**src/rtl/wb_buf_manager.sv**
```systemverilog
// rtl/wb_buf_manager.sv - Wishbone triple-buffer manager for LED frame storage
module wb_buf_manager #(
   parameter int          ADDR_WIDTH = 32,
   parameter int          DATA_WIDTH = 32,
   parameter logic [31:0] BUF_BASE   = 32'h0000_1000,
   parameter logic [31:0] BUF_SIZE   = 32'h0000_0400
) (
   input  logic                  clk,
   input  logic                  reset,
   input  logic [ADDR_WIDTH-1:0] bmgr_wbs_address,
   input  logic [DATA_WIDTH-1:0] bmgr_wbs_writedata,
   output logic [DATA_WIDTH-1:0] bmgr_wbs_readdata,
   input  logic                  bmgr_wbs_strobe,
   input  logic                  bmgr_wbs_cycle,
   input  logic                  bmgr_wbs_write,
   output logic                  bmgr_wbs_ack
);

   typedef enum logic [1:0] {
      S_IDLE      = 2'd0,
      S_ACK       = 2'd1,
      S_WAIT_DROP = 2'd2
   } state_t;

   localparam logic [1:0] REG_ACQ_WR = 2'd0;
   localparam logic [1:0] REG_REL_WR = 2'd1;
   localparam logic [1:0] REG_ACQ_RD = 2'd2;
   localparam logic [1:0] REG_STATUS = 2'd3;

   state_t                  state_q, state_d;
   logic [DATA_WIDTH-1:0]   rdata_q, rdata_d;
   logic [1:0]              wr_idx_q, wr_idx_d;
   logic                    wr_vld_q, wr_vld_d;
   logic [1:0]              rdy_idx_q, rdy_idx_d;
   logic                    rdy_vld_q, rdy_vld_d;
   logic [1:0]              rd_idx_q, rd_idx_d;
   logic                    rd_vld_q, rd_vld_d;
   logic [15:0]             frames_q, frames_d;
   logic [7:0]              dropped_q, dropped_d;

   logic                    req;
   logic                    fire;
   logic [1:0]              reg_sel;
   logic [3:0]              used;
   logic [1:0]              free_idx;
   logic                    unused_bits;

   assign req         = bmgr_wbs_cycle & bmgr_wbs_strobe;
   assign fire        = (state_q == S_IDLE) && req;
   assign reg_sel     = bmgr_wbs_address[3:2];
   assign unused_bits = ^{bmgr_wbs_address[ADDR_WIDTH-1:4], bmgr_wbs_address[1:0],
                          bmgr_wbs_writedata};

   function automatic logic [DATA_WIDTH-1:0] buf_addr(input logic [1:0] idx);
      return DATA_WIDTH'(BUF_BASE) + DATA_WIDTH'(idx) * DATA_WIDTH'(BUF_SIZE);
   endfunction

   always_ff @(posedge clk) begin
      if (!reset) begin
         state_q   <= S_IDLE;
         rdata_q   <= '0;
         wr_idx_q  <= 2'd0;
         wr_vld_q  <= 1'b0;
         rdy_idx_q <= 2'd0;
         rdy_vld_q <= 1'b0;
         rd_idx_q  <= 2'd0;
         rd_vld_q  <= 1'b0;
         frames_q  <= 16'd0;
         dropped_q <= 8'd0;
      end else begin
         state_q   <= state_d;
         rdata_q   <= rdata_d;
         wr_idx_q  <= wr_idx_d;
         wr_vld_q  <= wr_vld_d;
         rdy_idx_q <= rdy_idx_d;
         rdy_vld_q <= rdy_vld_d;
         rd_idx_q  <= rd_idx_d;
         rd_vld_q  <= rd_vld_d;
         frames_q  <= frames_d;
         dropped_q <= dropped_d;
      end
   end

   // One ack per strobe: a held strobe parks in WAIT_DROP until released.
   always_comb begin
      state_d = state_q;
      case (state_q)
         S_IDLE:      if (req) state_d = S_ACK;
         S_ACK:       state_d = S_WAIT_DROP;
         S_WAIT_DROP: if (!req) state_d = S_IDLE;
         default:     state_d = S_IDLE;
      endcase
   end

   always_comb begin
      used = 4'b0000;
      if (wr_vld_q)  used[wr_idx_q]  = 1'b1;
      if (rdy_vld_q) used[rdy_idx_q] = 1'b1;
      if (rd_vld_q)  used[rd_idx_q]  = 1'b1;
      if (!used[0])      free_idx = 2'd0;
      else if (!used[1]) free_idx = 2'd1;
      else               free_idx = 2'd2;
   end

   // Slot updates and the read value are computed once, on the IDLE->ACK edge.
   always_comb begin
      rdata_d   = '0;
      wr_idx_d  = wr_idx_q;
      wr_vld_d  = wr_vld_q;
      rdy_idx_d = rdy_idx_q;
      rdy_vld_d = rdy_vld_q;
      rd_idx_d  = rd_idx_q;
      rd_vld_d  = rd_vld_q;
      frames_d  = frames_q;
      dropped_d = dropped_q;
      if (fire) begin
         case (reg_sel)
            REG_ACQ_WR: begin
               if (!bmgr_wbs_write) begin
                  if (wr_vld_q) begin
                     rdata_d = buf_addr(wr_idx_q);
                  end else begin
                     wr_idx_d = free_idx;
                     wr_vld_d = 1'b1;
                     rdata_d  = buf_addr(free_idx);
                  end
               end
            end
            REG_REL_WR: begin
               if (bmgr_wbs_write && wr_vld_q) begin
                  if (rdy_vld_q && (dropped_q != 8'hFF)) dropped_d = dropped_q + 8'd1;
                  rdy_idx_d = wr_idx_q;
                  rdy_vld_d = 1'b1;
                  wr_vld_d  = 1'b0;
                  frames_d  = frames_q + 16'd1;
               end
            end
            REG_ACQ_RD: begin
               if (!bmgr_wbs_write) begin
                  if (rdy_vld_q) begin
                     rd_idx_d  = rdy_idx_q;
                     rd_vld_d  = 1'b1;
                     rdy_vld_d = 1'b0;
                     rdata_d   = buf_addr(rdy_idx_q);
                  end else if (rd_vld_q) begin
                     rdata_d = buf_addr(rd_idx_q);
                  end else begin
                     rdata_d = '1;
                  end
               end
            end
            REG_STATUS: begin
               if (!bmgr_wbs_write)
                  rdata_d = DATA_WIDTH'({5'b0, rd_vld_q, rdy_vld_q, wr_vld_q, dropped_q, frames_q});
            end
            default: rdata_d = '0;
         endcase
      end
   end

   always_comb begin
      bmgr_wbs_ack      = (state_q == S_ACK);
      bmgr_wbs_readdata = bmgr_wbs_ack ? rdata_q : '0;
   end

endmodule

```
**config.mk**
```make
export PLATFORM = sky130hd
export DESIGN_NAME = wb_buf_manager
export DESIGN_NICKNAME = d
export VERILOG_FILES = /design/src/rtl/wb_buf_manager.sv
export SDC_FILE = /design/constraint.sdc
export NUM_CORES = 1
export LEC_CHECK = 0
export ABC_AREA = 1
export CORE_MARGIN = 2
export CORE_UTILIZATION = 49
export CTS_CLUSTER_DIAMETER = 30
export DETAILED_ROUTE_END_ITERATION = 16
export GPL_TIMING_DRIVEN = 1
export PLACE_DENSITY = 0.85
export SLEW_MARGIN = 20
export SYNTH_ARGS = -nofsm -noshare
export SYNTH_HDL_FRONTEND = slang
export SYNTH_SLANG_ARGS = --single-unit
```
**constraint.sdc**
```tcl
create_clock -name clk -period 3 [get_ports clk]
set_clock_uncertainty 0.15 [all_clocks]
set_input_delay 0.3 -clock clk [delete_from_list [all_inputs] [get_ports clk]]
set_output_delay 0.3 -clock clk [all_outputs]
set_load 0.05 [all_outputs]
```
==> results of run 1 <==
-- worst max-delay path by stage --
stage	start	endpoint	slack, ns
2_1_floorplan	state_q[0]$_SDFFE_PN0P_	bmgr_wbs_readdata[28]	0.17
3_3_place_gp	state_q[0]$_SDFFE_PN0P_	bmgr_wbs_readdata[14]	0.65
3_5_place_dp	state_q[0]$_SDFFE_PN0P_	bmgr_wbs_readdata[14]	0.61
4_1_cts	state_q[0]$_SDFFE_PN0P_	bmgr_wbs_readdata[19]	0.19
5_1_grt	state_q[0]$_SDFFE_PN0P_	bmgr_wbs_readdata[19]	0.06
6_report	state_q[0]$_SDFFE_PN0P_	bmgr_wbs_readdata[19]	0.22
-- cells in the final DEF (no fill, tap or decap), drive strengths merged --
cell type and n:
clkinv 2, a211oi 2, a21oi 29, clkdlybuf4s50 39, o21a 1, xor2 6, nand3 22, bufinv 3
o21ai 40, clkbuf 9, nor3 7, inv 107, clkinvlp 1, nor2 78, buf 4, ha 2
nand4 5, dfxtp 63, nand2 98
-- cell type report --
type,count,area (um2),area share (%)
clock buffer,9,124,3.31
clock inverter,7,120,3.21
inverter,106,398,10.6
multi-input combinational,290,1330,35.5
sequential,63,1260,33.7
tap,75,93.8,2.51
timing repair buffer,43,420,11.2
-- logic make-up (layout without fill, tap and decap cells) --
logic type      Yosys count  count (layout)  synth area share (%)
buf+inv                 124             165                  16.1
compound gates           72              72                  11.9
flops                    63              63                  40.9
xor+xnor                  6               6                  1.70
simple gates            210             210                  28.5
fa+ha+maj                 2               2                 0.811
-- sequential cells by signal, indices dropped and copies added, names as in the netlist --
signal and flops:
frames_q 16, wr_idx_q 2, wr_vld_q 1, dropped_q 8
rdy_vld_q 1, rdy_idx_q 2, rd_vld_q 1, state_q 2
rdata_q 28, rd_idx_q 2
-- power by group through the flow --
stage | Sequential [uW] | Combinational (uW) | Clock [uW]
2_1_floorplan | 862 | 49.2 | 0
3_3_place_gp | 862 | 71.3 | 0
3_5_place_dp | 863 | 73.5 | 0
4_1_cts | 843 | 74.4 | 913
5_1_grt | 843 | 82.9 | 947
6_report | 843 | 74.7 | 911
-- critical path: cells and delay by family, from the launching register on --
kind,cells,cell delay (ns)
buffers and inverters,4,1.40
AND/OR/NAND/NOR,2,0.24
flip-flops,1,0.33
-- per-layer routing --
layer	GRT usage, %	part of all wire (%)	vias to the layer above
li1	-	-	1510
met1	24.5	44	1336
met2	34.7	48	97
met3	2.98	5.6	9
met4	8.94	1.7	0
met5	0	0	-
-- through the flow --
step	power [uW]	worst slack (ns)	std cells
final	1830	0.218	593
after floorplan	911	0.169	477
after CTS	1830	0.190	593
after global routing	1870	0.0597	593
after detailed placement	936	0.613	577
after global placement	934	0.647	577
==> run summary, run 1 <==
Synth area leader: dfxtp_1
Crit path DAT: 2.33 ns
Syn Inst Count: 477
Via/cell ratio: 4.98
Vias in the first global route: 2672
Placed inst area: 3500 um2
Fmax: 359 MHz
Dpl hpwl: 4790 um
Inserted Diodes: 0
TNS Setup: 0 ns
Mean Syn Cell Area: 6.47 um2
Die X: 83.4 um
Wire length per cell: 11.7 um
Post-synth top area share: 40.9%
Hold EP: rd_idx_q[0]$_SDFFE_PN0P_
Status: finished, final reports clean
Switch Pwr: 411 uW
P_leak: 0.00159 uW
CP required: 2.55 ns
Slew Limit Headroom: 61.8%
WHS: 0.346 ns
Drt pass-1 iters: 5
GP Congestion: 0.839
RR Endpoint: dropped_q[1]$_SDFFE_PN0P_
Total CTS buffers: 9
Tcrit/Tclk final: 92.7%
CTS max path bufs: 2
Max FO, Critical Path: 18
Core Box Area: 5990 um2
Die area: 6950 um2
Fillers: 497
Power share of the clock group: 49.8%
DR vias: 2952
Final net count: 584
Flop pwr share: 46.1%
Total GRT Usage: 20.0%
# hold bufs at CTS: 0
Post-route design area: 3750 um2
Minimum clock period after layout: 2.78 ns
Critical path cell sequence: inv_1, nor2_1, inv_1, buf_4, nor2_1, clkdlybuf4s50_1
Reg2reg path depth: 7
Final setup violating endpoints: 0
RR Startpoint: wr_vld_q$_SDFFE_PN0P_
Final hold violations: 0
Max H-tree Level: 3
First-pass GRT wire length: 11400 um
Maxcap violations: 0
Synthesized Nets: 548
TritonCTS clock tree: built
Cell Pwr Density: 488 nW/um2
Post-synth top cells: inv_1 (105), nand2_1 (94), nor2_1 (74)
Final Util: 62.5%
Num ports: 102
Cell internal pwr: 1420 uW
GRT overflow: 0
Layout area overhead: 21.4%
RSZ-0062 raised after global routing: false
Root buffer cell: clkbuf_8
Slowest CP cell: clkdlybuf4s50_1
Post-synthesis sequential area ratio: 40.9%
Post-synth EDFFs: 0
Site row count: 28
Ys flop type: dfxtp_1
Post-synth ARST share: 0%
Worst hold-check path type: flip-flop to flip-flop
WS Path Type: flip-flop to output pin
Final ANT Viol Nets: 0
Switch share: 22.5%
Share of cells above drive strength 1: 5.98%
Routed wire length: 6960 um
CP Capture Type: output pin
DRC: 0
Slowest Stage Delay on Critical Path: 0.82 ns
Worst setup SP type: flip-flop
Synth top area cells: dfxtp_1 (41%), inv_1 (13%), nand2_1 (11%)
Combinational cell fraction of total power: 4.1%
Slew Limit Fails: 0
Peak supply drop: 0.296 mV
CTS resizes: 0
Synth Register Bits: 63
Initial antenna violation count: 0
1st-iter DRT viols: 171
Port bufs: 39
# clock sinks: 63
Slew at the pin with the worst max-slew slack: 0.573 ns
Die Y: 83.4 um
Worst skew pair latency: 0.35 ns
Synth Cell Area: 3090 um2
Worst-path clk slew: 0.07 ns
Reg2reg setup slack: 1.08 ns
Post-CTS Setup Inserts: 0
Initial core utilization: 51.5%
Largest net degree at the start of global routing: 27
Synth cell types: 25
Synth Warn #: 0
HP Start: rd_idx_q[0]$_SDFFE_PN0P_
Cell with the most instances after synthesis: inv_1
Hold path depth: 2
(Power assumes the default switching activity.)
==> inputs of run 2 (changes only) <==
- CORE_UTILIZATION: 49 -> 41
- PLACE_DENSITY: 0.85 -> 0.76
- clock period: 3 -> 2.4 ns (I/O delays scaled with it)
==> run summary, run 2 (synthesis gave the netlist of run 1 again) <==
Status: finished, final reports clean
Die area: 8240 um2
Initial core utilization: 42.5%
Slew Limit Fails: 0
Initial antenna violation count: 0
# hold bufs at CTS: 0
Total CTS buffers: 9
First-pass GRT wire length: 11500 um
Slowest Stage Delay on Critical Path: 0.43 ns
Final setup violating endpoints: 0
P_leak: 0.00167 uW
Routed wire length: 6660 um
Total GRT Usage: 16.8%
WS Path Type: flip-flop to output pin
Biggest register: rdata_q
WHS: 0.334 ns
Worst skew pair latency: 0.34 ns
Slew at the pin with the worst max-slew slack: 0.892 ns
Switch share: 21.2%
Cell Pwr Density: 581 nW/um2
Layout area overhead: 21.9%
TritonCTS clock tree: built
Cell internal pwr: 1720 uW
Switch Pwr: 463 uW
CP required: 2.01 ns
Worst-path clk slew: 0.07 ns
Minimum clock period after layout: 2.24 ns
Site row count: 31
Vias in the first global route: 2656
GRT overflow: 0
Final ANT Viol Nets: 0
Slew Limit Headroom: 40.5%
DR vias: 2902
Port bufs: 39
CTS resizes: 0
Die X: 90.8 um
Commonest non-fill, non-tap cells in the layout: inv_1 (105), nand2_1 (94), nor2_1 (72), dfxtp_1 (63), o21ai_0 (36)
Worst setup SP type: flip-flop
Top Registers: rdata_q: 28 flops, frames_q: 16 flops, dropped_q: 8 flops
Flop pwr share: 48.3%
Via/cell ratio: 4.69
Inserted Diodes: 0
TNS Setup: 0 ns
Largest net degree at the start of global routing: 30
Tcrit/Tclk final: 93.5%
Placed inst area: 3540 um2
CTS max path bufs: 2
Worst hold-check path type: flip-flop to flip-flop
Post-route design area: 3760 um2
Critical path cell sequence: inv_1, nor2_2, inv_1, nor2_4, buf_12
Final hold violations: 0
Drt pass-1 iters: 4
CP Capture Type: output pin
CP dominant cell by count: inv_1
Most common cell after layout, fill and taps aside: inv_1
Peak supply drop: 0.234 mV
Final net count: 586
Slowest CP cell: nor2_4
Maxcap violations: 0
Num ports: 102
DRC: 0
1st-iter DRT viols: 138
GP Congestion: 0.841
Root buffer cell: clkbuf_8
Max reg flops: 28
Dpl hpwl: 4730 um
Crit path DAT: 1.85 ns
Fmax: 446 MHz
Wire length per cell: 10.8 um
Core Box Area: 7250 um2
Share of cells above drive strength 1: 12.3%
Power share of the clock group: 47.4%
RSZ-0062 raised after global routing: true
Max FO, Critical Path: 29
Combinational cell fraction of total power: 4.3%
Max H-tree Level: 3
Die Y: 90.8 um
# clock sinks: 63
Post-CTS Setup Inserts: 0
-- run 2: cell count changes in the layout (fill, tap and decap cells not counted), moves of 2 or more --
| cell | change |
|---|---|
| buf_12 | +5 |
| buf_4 | +29 |
| clkbuf_1 | +2 |
| clkbuf_8 | +2 |
| clkdlybuf4s50_1 | -32 |
-- run 2: worst max-delay path: cells and delay by family, from the launching register on --
family | cells | cell delay (ns)
buffers and inverters | 3 | 0.64
DFF | 1 | 0.34
and+or+nand+nor | 2 | 0.53
-- run 2: final timing paths --
path / from / to / slack [ns] / cells past startpoint
min: dropped_q[3]$_SDFFE_PN0P_ / dropped_q[3]$_SDFFE_PN0P_ / 0.33 / 2
min reg2reg: dropped_q[3]$_SDFFE_PN0P_ / dropped_q[3]$_SDFFE_PN0P_ / 0.33 / 2
max reg2reg: wr_vld_q$_SDFFE_PN0P_ / dropped_q[1]$_SDFFE_PN0P_ / 0.60 / 7
max: state_q[0]$_SDFFE_PN0P_ / bmgr_wbs_readdata[30] / 0.16 / 5
-- run 2: stage by stage --
stage,instances,setup WS [ns],utilization [%],power (uW)
floorplan,477,0.0375,-,1140
global placement,603,0.337,48.8,1170
detailed placement,603,0.311,48.8,1170
CTS,619,0.116,51.9,2200
global route,619,-0.0287,51.9,2260
finish,619,0.156,51.9,2180
-- run 2: area by class of cell --
type                            instances  area [um2]
Timing Repair Buffer                   45         418
Clock buffer                           13         159
Inverter                              106         398
Clock inverter                          3        65.1
Tap cell                               99         124
Fill cell                             685        3490
Multi-Input combinational cell        290        1340
Sequential cell                        63        1260
-- run 2: routing by layer --
layer	up-vias	part of all wire, %	GRT usage [%]
li1	1511	-	-
met1	1304	46	20.7
met2	70	48	28.0
met3	17	4.2	3.51
met4	0	2.1	7.95
met5	-	0	0
-- run 2: power groups by stage --
stage               logic [uW]  clock network [uW]  registers [uW]
detailed placement        93.3                   0            1080
global route               105                1100            1050
global placement          91.5                   0            1080
floorplan                 62.0                   0            1080
finish                    93.6                1040            1050
CTS                       93.9                1050            1050
